**config.mk**
```make
export PLATFORM = sky130hd
export DESIGN_NAME = key_conditioner
export DESIGN_NICKNAME = d
export VERILOG_FILES = /design/src/rtl/key_cond_pkg.sv /design/src/rtl/key_debounce.sv /design/src/rtl/key_conditioner.sv
export SDC_FILE = /design/constraint.sdc
export NUM_CORES = 1
export LEC_CHECK = 0
export BUFFER_PORTS_ARGS = -buffer_cell sky130_fd_sc_hd__buf_2
export CAP_MARGIN = 10
export CORE_MARGIN = 2
export CORE_UTILIZATION = 60
export CTS_CLUSTER_DIAMETER = 100
export DETAILED_ROUTE_END_ITERATION = 7
export GPL_TIMING_DRIVEN = 0
export PLACE_DENSITY = 0.84
export SYNTH_ARGS = -nofsm -noshare
export SYNTH_HDL_FRONTEND = slang
export SYNTH_HIERARCHICAL = 1
export SYNTH_SLANG_ARGS = --single-unit
```
**constraint.sdc**
```tcl
create_clock -name CLK -period 2 [get_ports CLK]
set_input_delay 0.2 -clock CLK [delete_from_list [all_inputs] [get_ports CLK]]
set_output_delay 0.2 -clock CLK [all_outputs]
set_load 0.01 [all_outputs]
```
**src/rtl/key_cond_pkg.sv**
```systemverilog
// key_cond_pkg: shared types and default timing constants for the key
// conditioner (debounce FSM state encoding, default debounce/long-press counts).
package key_cond_pkg;

  // Per-channel debounce state, 2-bit encoding.
  typedef enum logic [1:0] {
    RELEASED  = 2'd0,
    ARMING    = 2'd1,
    PRESSED   = 2'd2,
    DISARMING = 2'd3
  } key_state_t;

  // 10 ms debounce and 1 s long-press at 100 MHz.
  localparam int unsigned KC_DEB_CYCLES  = 1_000_000;
  localparam int unsigned KC_LONG_CYCLES = 100_000_000;

endpackage

```
**src/rtl/key_debounce.sv**
```systemverilog
// key_debounce: one key channel. Two-flop synchronizer, glitch-rejecting
// debounce FSM, registered level and single-cycle press/release/long pulses.
// Optional feature macro: KEY_LONGPRESS_EN (long-press counter and pulse).
// Ports:
//   clk, rst      - clock, synchronous active-high reset
//   key_n         - raw active-low button, asynchronous to clk
//   key_lvl       - debounced level, 1 = pressed
//   key_press     - one-cycle pulse on accepted press
//   key_release   - one-cycle pulse on accepted release
//   key_long      - one-cycle pulse once per press after a long hold
module key_debounce
  import key_cond_pkg::*;
#(
  parameter int unsigned DEB_CYCLES  = KC_DEB_CYCLES,
  parameter int unsigned LONG_CYCLES = KC_LONG_CYCLES
) (
  input  logic clk,
  input  logic rst,
  input  logic key_n,
  output logic key_lvl,
  output logic key_press,
  output logic key_release,
  output logic key_long
);

  localparam int unsigned DW = $clog2(DEB_CYCLES);

  // Elaboration-time parameter sanity checks.
  if (DEB_CYCLES < 2) begin : g_deb_chk
    $error("DEB_CYCLES must be >= 2");
  end
  if (LONG_CYCLES < 2) begin : g_long_chk
    $error("LONG_CYCLES must be >= 2");
  end

  logic [1:0]    sync_q, sync_d;
  key_state_t    state_q, state_d;
  logic [DW-1:0] dcnt_q, dcnt_d;
  logic          lvl_q, lvl_d;
  logic          press_q, press_d;
  logic          release_q, release_d;
  logic          s;

`ifdef KEY_LONGPRESS_EN
  localparam int unsigned LW = $clog2(LONG_CYCLES);
  logic [LW-1:0] lcnt_q, lcnt_d;
  logic          long_done_q, long_done_d;
  logic          long_q, long_d;
`endif

  // Synchronizer resets to released (1); s is the active-high sampled key.
  assign sync_d = {sync_q[0], key_n};
  assign s      = ~sync_q[1];

  // Next-state, counters and event pulses.
  always_comb begin
    state_d   = state_q;
    dcnt_d    = dcnt_q;
    press_d   = 1'b0;
    release_d = 1'b0;
`ifdef KEY_LONGPRESS_EN
    lcnt_d      = lcnt_q;
    long_done_d = long_done_q;
    long_d      = 1'b0;
    // Long counter runs while the key is logically held, including
    // through a rejected release glitch.
    if (state_q == PRESSED || state_q == DISARMING) begin
      if (lcnt_q != LW'(LONG_CYCLES - 1)) begin
        lcnt_d = lcnt_q + LW'(1);
      end else if (!long_done_q) begin
        long_d      = 1'b1;
        long_done_d = 1'b1;
      end
    end
`endif
    case (state_q)
      RELEASED: begin
        if (s) begin
          state_d = ARMING;
          dcnt_d  = '0;
        end
      end
      ARMING: begin
        if (!s) begin
          state_d = RELEASED;
        end else if (dcnt_q == DW'(DEB_CYCLES - 1)) begin
          state_d = PRESSED;
          press_d = 1'b1;
`ifdef KEY_LONGPRESS_EN
          lcnt_d      = '0;
          long_done_d = 1'b0;
`endif
        end else begin
          dcnt_d = dcnt_q + DW'(1);
        end
      end
      PRESSED: begin
        if (!s) begin
          state_d = DISARMING;
          dcnt_d  = '0;
        end
      end
      DISARMING: begin
        if (s) begin
          state_d = PRESSED;
        end else if (dcnt_q == DW'(DEB_CYCLES - 1)) begin
          state_d   = RELEASED;
          release_d = 1'b1;
        end else begin
          dcnt_d = dcnt_q + DW'(1);
        end
      end
      default: state_d = RELEASED;
    endcase
    lvl_d = (state_d == PRESSED) || (state_d == DISARMING);
  end

  always_ff @(posedge clk) begin
    if (rst) begin
      sync_q    <= 2'b11;
      state_q   <= RELEASED;
      dcnt_q    <= '0;
      lvl_q     <= 1'b0;
      press_q   <= 1'b0;
      release_q <= 1'b0;
    end else begin
      sync_q    <= sync_d;
      state_q   <= state_d;
      dcnt_q    <= dcnt_d;
      lvl_q     <= lvl_d;
      press_q   <= press_d;
      release_q <= release_d;
    end
  end

`ifdef KEY_LONGPRESS_EN
  always_ff @(posedge clk) begin
    if (rst) begin
      lcnt_q      <= '0;
      long_done_q <= 1'b0;
      long_q      <= 1'b0;
    end else begin
      lcnt_q      <= lcnt_d;
      long_done_q <= long_done_d;
      long_q      <= long_d;
    end
  end
  assign key_long = long_q;
`else
  assign key_long = 1'b0;
`endif

  assign key_lvl     = lvl_q;
  assign key_press   = press_q;
  assign key_release = release_q;

endmodule

```
**src/rtl/key_conditioner.sv**
```systemverilog
// key_conditioner: NKEYS independent debounced key channels feeding the
// LED counter. Optional feature macro: KEY_LONGPRESS_EN (long-press events).
// Ports:
//   CLK, RST      - clock, synchronous active-high reset
//   KEY_N         - raw active-low buttons
//   KEY_LVL       - debounced levels, 1 = pressed
//   KEY_PRESS     - per-key one-cycle press pulses
//   KEY_RELEASE   - per-key one-cycle release pulses
//   KEY_LONG      - per-key one-cycle long-press pulses (0 when disabled)
module key_conditioner
  import key_cond_pkg::*;
#(
  parameter int unsigned NKEYS       = 2,
  parameter int unsigned DEB_CYCLES  = KC_DEB_CYCLES,
  parameter int unsigned LONG_CYCLES = KC_LONG_CYCLES
) (
  input  logic             CLK,
  input  logic             RST,
  input  logic [NKEYS-1:0] KEY_N,
  output logic [NKEYS-1:0] KEY_LVL,
  output logic [NKEYS-1:0] KEY_PRESS,
  output logic [NKEYS-1:0] KEY_RELEASE,
  output logic [NKEYS-1:0] KEY_LONG
);

  // One fully independent channel per key.
  for (genvar i = 0; i < int'(NKEYS); i++) begin : g_key
    key_debounce #(
      .DEB_CYCLES (DEB_CYCLES),
      .LONG_CYCLES(LONG_CYCLES)
    ) u_key_debounce (
      .clk        (CLK),
      .rst        (RST),
      .key_n      (KEY_N[i]),
      .key_lvl    (KEY_LVL[i]),
      .key_press  (KEY_PRESS[i]),
      .key_release(KEY_RELEASE[i]),
      .key_long   (KEY_LONG[i])
    );
  end

endmodule

```
==> reports/qor.yml <==
drt:
  wl_met3_um: 214
  num_vias: 2255
  drtAntennaViolNets: 0
  via_per_inst: 6.21
  drt_wl_total_mm: 5.11
  wl_per_cell_um: 14.1
  top_layer_used: "met4"
  met2_length_mm: 2.35
  drt_iter0_drc: 154
  drt-met1-wl_mm: 2.47
  drt-pass1-iter-count: 4
  drc: 0
synthesis:
  yosys_warnings: 6
  synth_edf_count: 0
  synth-seq-cells: 54
  async_flop_share: 0
  synthTopCellsByArea: "dfxtp_1 (42%), a21oi_1 (7.4%), or3_1 (4.8%), nand4_1 (3.9%), nand2_1 (3.8%)"
  synth.distinct_cells: 37
  synth.top_cell.area_share: 0.419
  synthFlopType: "dfxtp_1"
  ys_seq_area_frac: 0.419
  synthesis.nets: 302
  synth_cells: 296
  avgSynthCellArea_um2: 8.72
  netlist_area_um2: 2580
  synth_top_area_cell: "dfxtp_1"
clock_network:
  cts.path.max_buffers: 2
  cts_max_level: 2
  clk_pin_slew_ns: 0.10
  holdBufCountCts: 0
  cts_sinks: 54
  cts_setup_buffers: 0
  clk_latency_ns: 0.31
  cts_tree: "yes"
  root_buffer: "clkbuf_8"
  cts_buffers: 5
pwr:
  p_int_w: 0.00149
  peakVddDrop_uv: 595
  clock_power_share: 0.396
  power_density_nw_per_um2: 682
  seqPwrFrac: 0.567
  swShare: 0.224
  power.share.combinational: 0.037
  p_sw_w: 0.000428
  p_leak_nw: 0.931
placement:
  gp_congestion: 0.795
  place_inst: 355
  dp_hpwl_mm: 3.55
  numPortBuffers: 9
floorplanning:
  placementRows: 23
  initial_core_util: 0.636
  pin_count: 12
  core-area_um2: 4060
  dieArea_um2: 4840
  die_y_um: 69.6
  die_x_um: 69.6
sta:
  finalClockSkew_ns: 0.00789
  drv_slew: 0
  finalHoldViolCount: 0
  max_freq_ghz: 0.538
  setup-violations-final: 0
  rsz0062_at_grt: "false"
  fin_crit_sh: 0.929
  final.min_clock_period_ns: 1.86
  setup-tns-final_ns: 0
cells_and_area:
  drive_gt1_frac: 0.118
  fin_nets: 318
  mostFrequentLayoutCells: "dfxtp_1 (54), a21oi_1 (38), nand2_1 (26)"
  num_antenna_cells: 0
  layout_commonest_cell: "dfxtp_1"
  syn_to_final_growth_pct: 8.78
  instances_no_fill: 363
status:
  status: "complete, no violations"
worst_setup_path:
  slowest_delay_ns: 0.41
  crit_type: "flop to flop"
  path_cells: "nor4bb_1 > and4_1 > buf_2 > a21oi_1 > a311oi_1"
  cp-start-kind: "flop"
  cp_max_fo: 10
  cp_top_family: "simple AND/OR/NAND/NOR gates"
  worst_setup_path_end_kind: "flop"
  required_ns: 2.22
  crit_buf_inv: 1
  slowest_stage: "dfxtp_1"
  rr_worst_depth: 5
  crit_arrival_ns: 2.08
  crit_cells: 5
hold_path:
  holdPathStages: 2
  hold_class: "input pin to flop"
global_route:
  grt_pass1_vias: 2071
  overflow: 0
  grt_max_degree: 19
  grt_pass1_wl_mm: 9.00
  antenna_found_initial: 0
  grt_util_all_layers: 0.223
flow_run:
  maxCapViolCount: 0
-- flip-flops by register name (all words and copies together) (netlist names) --
name,cells
g_key.u_key_debounce/sync_q,4
g_key.u_key_debounce/key_press,2
g_key.u_key_debounce/key_release,2
g_key.u_key_debounce/key_lvl,2
g_key.u_key_debounce/state_q,4
g_key.u_key_debounce/dcnt_q,40
-- power by group through the flow --
stage	Clock, W	Combinational (W)	Sequential [W]
final	0.000758	0.0000706	0.00109
after global routing	0.000809	0.0000778	0.00109
after CTS	0.000776	0.0000694	0.00109
after detailed placement	0	0.0000686	0.00111
after global placement	0	0.0000674	0.00111
after floorplan	0	0.0000525	0.00111
-- metrics by stage --
step                      utilization  setup WS, ns  hold WS (ns)  power, W  area [um2]
after detailed placement        0.662         0.152         0.385   0.00118        2690
after global routing            0.692        0.0434        0.0510   0.00197        2810
after floorplan                     -         0.451         0.304   0.00116        2580
after CTS                       0.691         0.120        0.0491   0.00193        2800
after global placement          0.662         0.175         0.383   0.00118        2690
final                           0.692         0.142        0.0585   0.00191        2810
-- cell families after synthesis --
logic type | share of synthesized area
adders and majority gates | 0.00970
AOI/OAI and AO/OA | 0.193
buffers and inverters | 0.0417
DFF | 0.419
other | 0.00291
muxes | 0.0233
xor gates and xnor gates | 0.0349
and+or+nand+nor | 0.275
-- final timing paths --
check | from | to | slack, ns
min reg2reg | g_key[0].u_key_debounce/sync_q[0]$_SDFF_PP1_ | g_key[0].u_key_debounce/sync_q[1]$_SDFF_PP1_ | 0.42
max reg2reg | g_key[1].u_key_debounce/dcnt_q[9]$_SDFFE_PP0P_ | g_key[1].u_key_debounce/key_lvl$_SDFF_PP0_ | 0.14
max | g_key[1].u_key_debounce/dcnt_q[9]$_SDFFE_PP0P_ | g_key[1].u_key_debounce/key_lvl$_SDFF_PP0_ | 0.14
min | KEY_N[0] | g_key[0].u_key_debounce/sync_q[0]$_SDFF_PP1_ | 0.06
-- layout make-up --
cell class,count,area (um2)
well taps,50,62.6
clock buffers,5,68.8
flip-flops and latches,54,1080
repair buffers,9,45.0
plain buffers,18,87.6
inverters,6,22.5
multi-input cells,218,1390
fillers,328,1250
clock inverters,3,47.5
-- layer usage --
layer,vias to the layer above,global-route usage
li1,1140,-
met3,7,0.0407
met2,48,0.362
met4,0,0.0763
met5,-,0
met1,1060,0.300
-- timing repair --
action	CTS	global route
gates resized for setup	0	4
hold endpoints to repair	0	0
setup endpoints to repair	0	11
-- synthesized netlist by cell type (all sizes together) (4+ instances only) --
| master | count |
|---|---|
| dfxtp | 54 |
| o21ai | 26 |
| and4 | 6 |
| or4 | 6 |
| nand2 | 26 |
| o31ai | 6 |
| and3 | 4 |
| nand2b | 6 |
| nand4 | 18 |
| or2 | 4 |
| a21oi | 38 |
| nor4bb | 4 |
| inv | 6 |
| and2 | 6 |
| a2111o | 6 |
| a311oi | 4 |
| nor4 | 4 |
| xnor2 | 4 |
| nand3 | 6 |
| or3 | 20 |
| buf | 12 |
| clkbuf | 6 |
| mux2i | 6 |
(Power assumes the default switching activity.)
